## config.mk

```make
export PLATFORM = sky130hd
export DESIGN_NAME = rom_sequencer
export DESIGN_NICKNAME = d
export VERILOG_FILES = /design/src/rtl/rom_sequencer.sv
export SDC_FILE = /design/constraint.sdc
export NUM_CORES = 1
export LEC_CHECK = 0
export BUFFER_PORTS_ARGS = -buffer_cell sky130_fd_sc_hd__buf_2
export CAP_MARGIN = 15
export CORE_MARGIN = 3
export CORE_UTILIZATION = 24
export DETAILED_ROUTE_END_ITERATION = 6
export PLACE_DENSITY = 0.52
export SLEW_MARGIN = 10
export SYNTH_ARGS = -nofsm -noshare
export SYNTH_HDL_FRONTEND = slang
export SYNTH_SLANG_ARGS = --single-unit
```

## constraint.sdc

```tcl
create_clock -name clk -period 4.7 [get_ports clk]
set_input_delay 0.705 -clock clk [delete_from_list [all_inputs] [get_ports clk]]
set_output_delay 0.705 -clock clk [all_outputs]
set_load 0.02 [all_outputs]
```

## src/rtl/rom_sequencer.sv

```systemverilog
// Instruction fetch/issue unit: walks a combinational program ROM from FIRST_ADDR and
// issues decoded words over valid/ready. Optional macro ROM_SEQ_PREFETCH_EN enables
// one-instruction-per-cycle prefetch.
module rom_sequencer #(
    parameter int                ADDR_W     = 3,
    parameter int                INST_W     = 19,
    parameter logic [INST_W-1:0] END_WORD   = 19'h7f000,
    parameter int                FIRST_ADDR = 1
) (
    input  logic              clk,
    input  logic              rst_n,
    input  logic              start,
    input  logic              flush,
    output logic [ADDR_W-1:0] rom_addr,
    input  logic [INST_W-1:0] rom_dout,
    output logic              inst_valid,
    input  logic              inst_ready,
    output logic [2:0]        inst_op,
    output logic [3:0]        inst_rd,
    output logic [3:0]        inst_rs,
    output logic [3:0]        inst_rt,
    output logic [7:0]        inst_imm,
    output logic [ADDR_W-1:0] inst_pc,
    output logic              busy,
    output logic              done,
    output logic [2:0]        issued_cnt
);

    typedef enum logic [1:0] {
        IDLE  = 2'd0,
        FETCH = 2'd1,
        ISSUE = 2'd2,
        DONE  = 2'd3
    } state_t;

    localparam logic [ADDR_W-1:0] FIRST_PC  = ADDR_W'(FIRST_ADDR);
    localparam logic [ADDR_W-1:0] LAST_ADDR = {ADDR_W{1'b1}};
    localparam logic [ADDR_W-1:0] PC_ONE    = ADDR_W'(1);

    state_t              r_state;
    logic [ADDR_W-1:0]   r_pc;
    logic [INST_W-1:0]   r_instr;
    logic [2:0]          r_issued_cnt;

    state_t              w_state_nxt;
    logic [ADDR_W-1:0]   w_pc_nxt;
    logic [INST_W-1:0]   w_instr_nxt;
    logic [2:0]          w_cnt_nxt;
    logic [ADDR_W-1:0]   w_rom_addr;
    logic                w_handshake;
    logic                w_last_pc;

    assign w_handshake = (r_state == ISSUE) && inst_ready;
    assign w_last_pc   = (r_pc == LAST_ADDR);

    // NOTE: every signal driven here gets a default first, so no path can infer a latch.
    always_comb begin
        w_state_nxt = r_state;
        w_pc_nxt    = r_pc;
        w_instr_nxt = r_instr;
        w_cnt_nxt   = r_issued_cnt;
        w_rom_addr  = '0;

        case (r_state)
            IDLE: begin
                if (start) begin
                    w_pc_nxt    = FIRST_PC;
                    w_cnt_nxt   = 3'd0;
                    w_state_nxt = FETCH;
                end
            end

            FETCH: begin
                w_rom_addr  = r_pc;
                w_instr_nxt = rom_dout;
                w_state_nxt = (rom_dout == END_WORD) ? DONE : ISSUE;
            end

            ISSUE: begin
`ifdef ROM_SEQ_PREFETCH_EN
                // Clamp the prefetch at the last address so the ROM never sees a wrap to 0.
                w_rom_addr = w_last_pc ? r_pc : r_pc + PC_ONE;
                if (w_handshake) begin
                    w_cnt_nxt = r_issued_cnt + 3'd1;
                    if (w_last_pc || rom_dout == END_WORD) begin
                        w_state_nxt = DONE;
                    end else begin
                        w_instr_nxt = rom_dout;
                        w_pc_nxt    = r_pc + PC_ONE;
                    end
                end
`else
                w_rom_addr = r_pc;
                if (w_handshake) begin
                    w_cnt_nxt = r_issued_cnt + 3'd1;
                    if (w_last_pc) begin
                        w_state_nxt = DONE;
                    end else begin
                        w_pc_nxt    = r_pc + PC_ONE;
                        w_state_nxt = FETCH;
                    end
                end
`endif
            end

            DONE: begin
                w_rom_addr  = r_pc;
                w_state_nxt = IDLE;
            end

            default: w_state_nxt = IDLE;
        endcase

        // Abort wins over everything: a same-cycle handshake or start is discarded.
        if (flush) begin
            w_state_nxt = IDLE;
            w_pc_nxt    = r_pc;
            w_instr_nxt = r_instr;
            w_cnt_nxt   = r_issued_cnt;
        end
    end

    // NOTE: sequential state uses non-blocking assignments so every register samples pre-edge values.
    always_ff @(posedge clk or negedge rst_n) begin
        if (!rst_n) begin
            r_state      <= IDLE;
            r_pc         <= '0;
            r_instr      <= '0;
            r_issued_cnt <= 3'd0;
        end else begin
            r_state      <= w_state_nxt;
            r_pc         <= w_pc_nxt;
            r_instr      <= w_instr_nxt;
            r_issued_cnt <= w_cnt_nxt;
        end
    end

    assign rom_addr   = w_rom_addr;
    assign inst_valid = (r_state == ISSUE);
    assign busy       = (r_state != IDLE);
    assign done       = (r_state == DONE);
    assign inst_op    = r_instr[18:16];
    assign inst_rd    = r_instr[15:12];
    assign inst_rs    = r_instr[11:8];
    assign inst_rt    = r_instr[7:4];
    assign inst_imm   = r_instr[7:0];
    assign inst_pc    = r_pc;
    assign issued_cnt = r_issued_cnt;

endmodule

```

* Word level (Yosys, flattened, before mapping) *
Index checks and enable logic that the tools add are counted.
W data, S select, Z words.

word-level totals
  bits in read-only memories = 0
  bits in writable memories = 0
  memories kept = 0
  output and inout port bits = 35
  word-level logic and storage cells = 40
  flip-flop bits (word level) = 27
  latch bits = 0
  bits of input ports = 24

cells by class
  multiplexer cells = 14
  div/mod/pow operators = 0
  add/subtract/negate cells = 2
  shifts and indexed selects = 0
  $lt $le $gt $ge = 0
  reduce and logical (&&, ||, !) cells = 9
  equal/unequal tests = 10
  bitwise operators = 1
  $mul = 0

operators with widths
  cell                    count
  $eq A19 B19 Y1 const B  1
  $mux W3                 6
  $pmux W3 S2             2
  $mux W2                 4
  $pmux W2 S4             1
  $add A3 B1 Y3 const B   2
  $reduce_and A5 Y1       1
  $eq A2 B2 Y1 const B    2
  $ne A2 B2 Y1 const B    2
  $reduce_and A2 Y1       2
  $reduce_and A4 Y1       1
  $reduce_bool A2 Y1      2
  $eq A3 B3 Y1 const B    1
  $ne A3 B2 Y1 const B    1
  $ne A3 B3 Y1 const B    1
  $reduce_or A3 Y1        1
  $eq A2 B1 Y1 const B    1
  $logic_not A2 Y1        1
  $ne A2 B1 Y1 const B    1
  $logic_and A1 B1 Y1     1
  $mux W1                 1
  $not A1 Y1              1

* Longest topological paths before layout *
Gate-level depths: netlist (run 1).

  word-level depth = 5
  mapped depth = 5
  depth with buffers taken out = 5

* Worst setup path after synthesis (run 1) *
OpenSTA, ideal clock, no wires.

  kind = reg2reg
  start = register r_pc[0], in the netlist inst_pc[0]
  end = register r_pc[0], in the netlist inst_pc[0]
  setup time = 128 ps
  data required time = 4572 ps
  path slack = 2919 ps
  arrival = 1654 ps
  clock period less this slack = 1781 ps
  path buffers = 0
  cell stages (with the launch flop) = 6
  cells stage by stage = dfrtp_1 ha_1 ha_1 nand3b_1 a211o_1 mux2_1

between the ends
  longest elaborated chain between the ends = 4
  elaborated cells on any way between the ends = 7
  classes of those cells = add/sub: 1; eq/ne: 2; mux: 3; reduce/logical: 1

RTL lines
  item                    RTL line  text
  from (decl)             41        logic [ADDR_W-1:0] r_pc;
  from (signal assigned)  132       r_pc <= w_pc_nxt;
  $add A3 B1 Y3           99        w_pc_nxt = r_pc + PC_ONE;
  $mux W3                 96        if (w_last_pc) begin
  $mux W3                 94        if (w_handshake) begin
  $pmux W3 S2             64        case (r_state)

Several ways; a longest one is shown, not always the timed one. The select of a mux whose other input is x is not followed.
A chain may end at the register's enable or synchronous reset.

* Worst setup path after layout (run 1) *
  start = register r_state[1]
  end = output inst_valid

between the ends
  longest elaborated chain between the ends = 1

RTL lines
  item                    RTL line  text
  from (decl)             40        state_t r_state;
  from (signal assigned)  131       r_state <= w_state_nxt;
  $eq A2 B2 Y1            139       assign inst_valid = (r_state == ISSUE);
  to (decl)               16        output logic inst_valid,

Every way passes these cells.

==> flow_metrics.tcl, run 1 <==
set metrics [dict create \
    worstPathArrival_ns 1.34 \
    reg2reg_depth 5 \
    synth-seq-cells 27 \
    drv_cap 0 \
    hold_viol 0 \
    tightest_slew_ns 0.625 \
    status "completed" \
    gr-usage-all-layers 0.0880 \
    end_kind "primary output" \
    drc 0 \
    hpwl_mm 2.15 \
    worst-setup-path-type "reg -> out" \
    fp.coreArea_um2 4880 \
    r2r-start "inst_pc[0]$_DFFE_PN0P_" \
    rsz0062_at_grt "false" \
    drt_iter0_markers 17 \
    gr-total-overflow 0 \
    netlist_top_cells_area "dfrtp_1 (54%), mux2_2 (18%), mux2i_1 (3.2%)" \
    port-buffer-count 58 \
    report.final.slew_viol_count 0 \
    synth-edff-count 0 \
    p_per_area_nw_per_um2 418 \
    crit_buf_inv 1 \
    finalCriticalPeriod_ns 2.05 \
    cts_sinks 27 \
    clockBufferDepth 2 \
    io_pins 59 \
    grt.busiest_layer "met2" \
    layout-drive-gt1-share 0.545 \
    yosysTopAreaCellShare 0.539 \
    grt_use_met1 0.107 \
    r2r_setup_slack_ns 2.92 \
    grt_pass1_vias 958 \
    place_congestion 0.762 \
    wl_mm 2.74 \
    vias 947 \
    crit_slowest_cell "dfrtp_1" \
    synth.most_common_cell "dfrtp_1" \
    die_w_um 78.3 \
    crit_chain "nor2b_1 -> buf_2" \
    cts_made_buffers 3 \
    synth_ff_type "dfrtp_1" \
    grt_max_degree 28 \
    use_met2 0.158 \
    start_util 0.257 \
    hold_path_class "in -> async" \
    area_growth_pct 30.2 \
    async_reset_ff_frac 1.00 \
    avgRoutedWirePerCell_um 12.4 \
    nNetsFinal 182 \
    max_freq_mhz 488 \
    clock_skew_ns 0.000934 \
    static-leakage-power_nw 0.801 \
    yosysWarnings 0 \
    firstDrtPassIters 2 \
    drtAntennaViolNets 0 \
    period_share 0.436 \
    cp_num_cells 2 \
    synthesis.area_um2 1250 \
    synth_nets 125 \
    setup-tns-final_ns 0 \
    n_antenna_cell 0 \
    clock_latency_ns 0.26 \
    synth_common_cells "dfrtp_1 (27), mux2_2 (20), buf_4 (5), inv_1 (5), nand2_1 (5)" \
    start_kind "flip-flop" \
    crit_end "inst_valid" \
    syn_inst 98 \
    dieArea_um2 6130 \
    viasPerCell 4.29 \
    htree_levels 1 \
    critical-path-top-delay-family "flip-flops" \
    finalSetupViolations 0 \
    required_ns 3.99 \
    regToRegEndpoint "inst_pc[0]$_DFFE_PN0P_" \
    ir_drop_mv 0.107 \
    postCtsSetupRepairBufs 0 \
    antenna_found_initial 0 \
    yosysTopAreaCell "dfrtp_1" \
    cts_root_buf "clkbuf_8" \
    ys_seq_area_frac 0.539 \
    die_h_um 78.3 \
    ctsHoldBuffers 0 \
    cts_tree "built" \
    grt_first_pass_wirelength_mm 4.37 \
    cp-startpoint "r_state[1]$_DFFE_PN0P_" \
    clkTransAtPathRegs_ns 0.09 \
    holdWs_ns 0.447 \
    avgSynthCellArea_um2 12.8 \
    synth_cell_types 27 \
    post_cts_resized 0 \
    slew_headroom 0.583 \
    critPathMaxStageDelay_ns 0.61 \
    crit_path_max_fanout 14 \
    grt_use_met3 0.0218 \
    rows 25 \
]
## flip-flops by register name (all words and copies together), names as in the netlist
name and flops:
issued_cnt 3, inst_pc 3, r_state 2, r_instr 19
## layout by cell type (no fill, tap or decap), types with 2 or more instances in the layout
| master | n |
|---|---|
| clkbuf_8 | 3 |
| mux2_2 | 20 |
| nor2b_1 | 3 |
| buf_2 | 58 |
| nor2_1 | 3 |
| mux2i_1 | 4 |
| ha_1 | 3 |
| nand2_1 | 5 |
| inv_1 | 5 |
| nand3b_1 | 3 |
| nor4_1 | 2 |
| dfrtp_1 | 27 |
| nand4_1 | 2 |
## through the flow
step	util	cells	power [W]	instance area, um2	setup WS [ns]
finish	0.335	221	0.000682	1630	2.65
global route	0.335	221	0.000722	1630	2.55
CTS	0.335	221	0.000697	1630	2.64
detailed placement	0.325	217	0.000563	1590	2.85
global placement	0.325	217	0.000558	1590	2.91
floorplan	-	98	0.000480	1250	2.92
## cells by family (layout without fill, tap and decap cells)
logic type,count (synthesis),count (layout),synth area share
multiplexers,25,25,0.221
AO/OA/AOI/OAI,6,6,0.0399
AND/OR/NAND/NOR,25,25,0.118
flip-flops,27,27,0.539
adder cells (fa/ha/maj),3,3,0.0299
buffers and inverters,12,68,0.0529
## area by class of cell
type	instances	area, um2
sequential	27	676
clock buffer	4	45.0
timing repair buffer	59	298
multi-input combinational	59	512
inverter	5	18.8
fill	527	3250
tap	67	83.8
## worst min path at each step
stage | startpoint | to
after floorplan | rst_n | inst_pc[0]$_DFFE_PN0P_
after global placement | r_instr[3]$_DFFE_PN0P_ | r_instr[3]$_DFFE_PN0P_
after detailed placement | r_instr[10]$_DFFE_PN0P_ | r_instr[10]$_DFFE_PN0P_
after CTS | rst_n | r_instr[0]$_DFFE_PN0P_
after global routing | rst_n | r_instr[4]$_DFFE_PN0P_
final | rst_n | r_instr[0]$_DFFE_PN0P_
## power breakdown
part | internal, W | leakage, nW | switching, W
clock network | 0.0000605 | 0.0228 | 0.0000685
registers | 0.000284 | 0.331 | 0.0000318
logic | 0.0000974 | 0.447 | 0.000139
total | 0.000442 | 0.801 | 0.000240
## per-layer routing
| layer | up-vias | wire length (um) |
|---|---|---|
| met5 | - | 0 |
| met4 | 0 | 8 |
| met3 | 2 | 241 |
| met2 | 45 | 1260 |
| met1 | 451 | 1230 |
| li1 | 449 | - |
Power figures use the tool's default switching activity.
==> run 2, diff against run 1 <==
==> constraint.sdc (replaced) <==
create_clock -name clk -period 1.91 [get_ports clk]
set_input_delay 0.2865 -clock clk [delete_from_list [all_inputs] [get_ports clk]]
set_output_delay 0.2865 -clock clk [all_outputs]
set_load 0.02 [all_outputs]
==> run 2 against run 1 <==
  * Die area did not move
  * Global-route usage rose by 0.24 points
  * Sequential power rose by 150%
  * Critical endpoint is now inst_pc[0]$_DFFE_PN0P_
==> flow_metrics.tcl, run 2 (same netlist as run 1, synthesis figures left out) <==
set metrics [dict create \
    avgRoutedWirePerCell_um 12.4 \
    period_share 0.923 \
    power.share.clock 0.187 \
    power.switching_w 0.000591 \
    static-leakage-power_nw 0.809 \
    grt_max_degree 28 \
    io_pins 59 \
    seqCellArea_um2 676 \
    max_freq_mhz 567 \
    clockBufferDepth 2 \
    place_congestion 0.695 \
    top_register "r_instr" \
    post_cts_resized 0 \
    layout_common_cells "buf_2 (58), dfrtp_1 (27), mux2_2 (20), inv_1 (5), nand2_1 (5)" \
    ir_drop_mv 0.297 \
    clkTransAtPathRegs_ns 0.09 \
    firstDrtPassIters 2 \
    start_kind "flip-flop" \
    finalSetupViolations 0 \
    grt_first_pass_wirelength_mm 4.56 \
    clock_latency_ns 0.26 \
    multi_input_area_um2 512 \
    worst-setup-path-type "reg -> reg" \
    drt_iter0_markers 17 \
    port-buffer-count 58 \
    holdWs_ns 0.0219 \
    fin_area_um2 1650 \
    combPwrFrac 0.352 \
    nNetsFinal 183 \
    hpwl_mm 2.18 \
    hold_viol 0 \
    finalCriticalPeriod_ns 1.76 \
    viasPerCell 4.21 \
    required_ns 2.06 \
    gr-usage-all-layers 0.0904 \
    slew_headroom 0.591 \
    wl_mm 2.75 \
    postCtsSetupRepairBufs 0 \
    report.final.slew_viol_count 0 \
    cts_root_buf "clkbuf_8" \
    grt_pass1_vias 995 \
    hold_path_class "in -> async" \
    end_kind "flip-flop" \
    cts_sinks 27 \
    worstPathArrival_ns 1.92 \
    largest_reg_flops 19 \
    vias 934 \
    status "completed" \
    drtAntennaViolNets 0 \
    die_h_um 78.3 \
    worst_path_most_repeated_cell "ha_1" \
    switching_share 0.351 \
    fp.coreArea_um2 4880 \
    p_per_area_nw_per_um2 1020 \
    fill_cells 529 \
    critical-path-top-delay-family "flip-flops" \
    drc 0 \
    cts_tree "built" \
    cts_made_buffers 3 \
    crit_chain "ha_1 -> ha_1 -> nand3b_1 -> a211o_1 -> mux2_1" \
    rsz0062_at_grt "false" \
    layout_commonest_cell "buf_2" \
    intPower_w 0.00109 \
    area_growth_pct 31.8 \
    crit_path_max_fanout 5 \
    htree_levels 1 \
    critPathMaxStageDelay_ns 0.42 \
    placed_area_um2 1610 \
    drv_cap 0 \
    crit_buf_inv 0 \
    start_util 0.257 \
    p_seq_frac 0.460 \
    clock_skew_ns 0.00240 \
    n_antenna_cell 0 \
    dieArea_um2 6130 \
    tightest_slew_ns 0.613 \
    die_w_um 78.3 \
    gr-total-overflow 0 \
    ctsHoldBuffers 0 \
    rows 25 \
    setup-tns-final_ns 0 \
    layout-drive-gt1-share 0.548 \
    p_total_w 0.00168 \
    final_util 0.339 \
    antenna_found_initial 0 \
    crit_slowest_cell "dfrtp_1" \
]
run 2: changes by cell type in the layout (fill, tap and decap cells not counted), sizes merged:
cell	before	now
buf	59	60
run 2: final cells by class:
class                   instances  share of cell area
flip-flops and latches         27               0.409
multi-input cells              59               0.310
repair buffers                 60               0.192
well taps                      67              0.0507
clock buffers                   4              0.0273
inverters                       5              0.0114
run 2: path summary, 6_finish.rpt:
path	startpoint	endpoint	slack (ns)	depth (start not counted)
hold reg to reg	r_instr[3]$_DFFE_PN0P_	r_instr[3]$_DFFE_PN0P_	0.51	1
hold / removal	rst_n	r_instr[0]$_DFFE_PN0P_	0.02	1
setup / recovery	inst_pc[0]$_DFFE_PN0P_	inst_pc[0]$_DFFE_PN0P_	0.15	5
min in group clk	flush	r_state[1]$_DFFE_PN0P_	0.26	2
max in group asynchronous	rst_n	r_state[0]$_DFFE_PN0P_	1.48	1
setup reg to reg	inst_pc[0]$_DFFE_PN0P_	inst_pc[0]$_DFFE_PN0P_	0.15	5
run 2: power groups by stage:
stage / Clock (W) / Combinational, W / Sequential, W
after global placement: 0 / 0.000600 / 0.000780
after detailed placement: 0 / 0.000603 / 0.000791
after CTS: 0.000339 / 0.000603 / 0.000779
after floorplan: 0 / 0.000239 / 0.000943
after global routing: 0.000354 / 0.000638 / 0.000796
final: 0.000316 / 0.000593 / 0.000775
run 2: layer usage:
metal / global-route usage / vias to the layer above / wire [um]
met5: 0 / - / 0
met4: 0.0157 / 0 / 0
met3: 0.0241 / 0 / 275
met2: 0.148 / 45 / 1190
met1: 0.121 / 434 / 1290
li1: - / 455 / -
run 2: per-stage QoR:
stage	worst slack (ns)	instances
final	0.146	222
after global routing	0.0451	222
after CTS	0.135	222
after detailed placement	0.151	218
after global placement	0.199	218
after floorplan	0.129	98
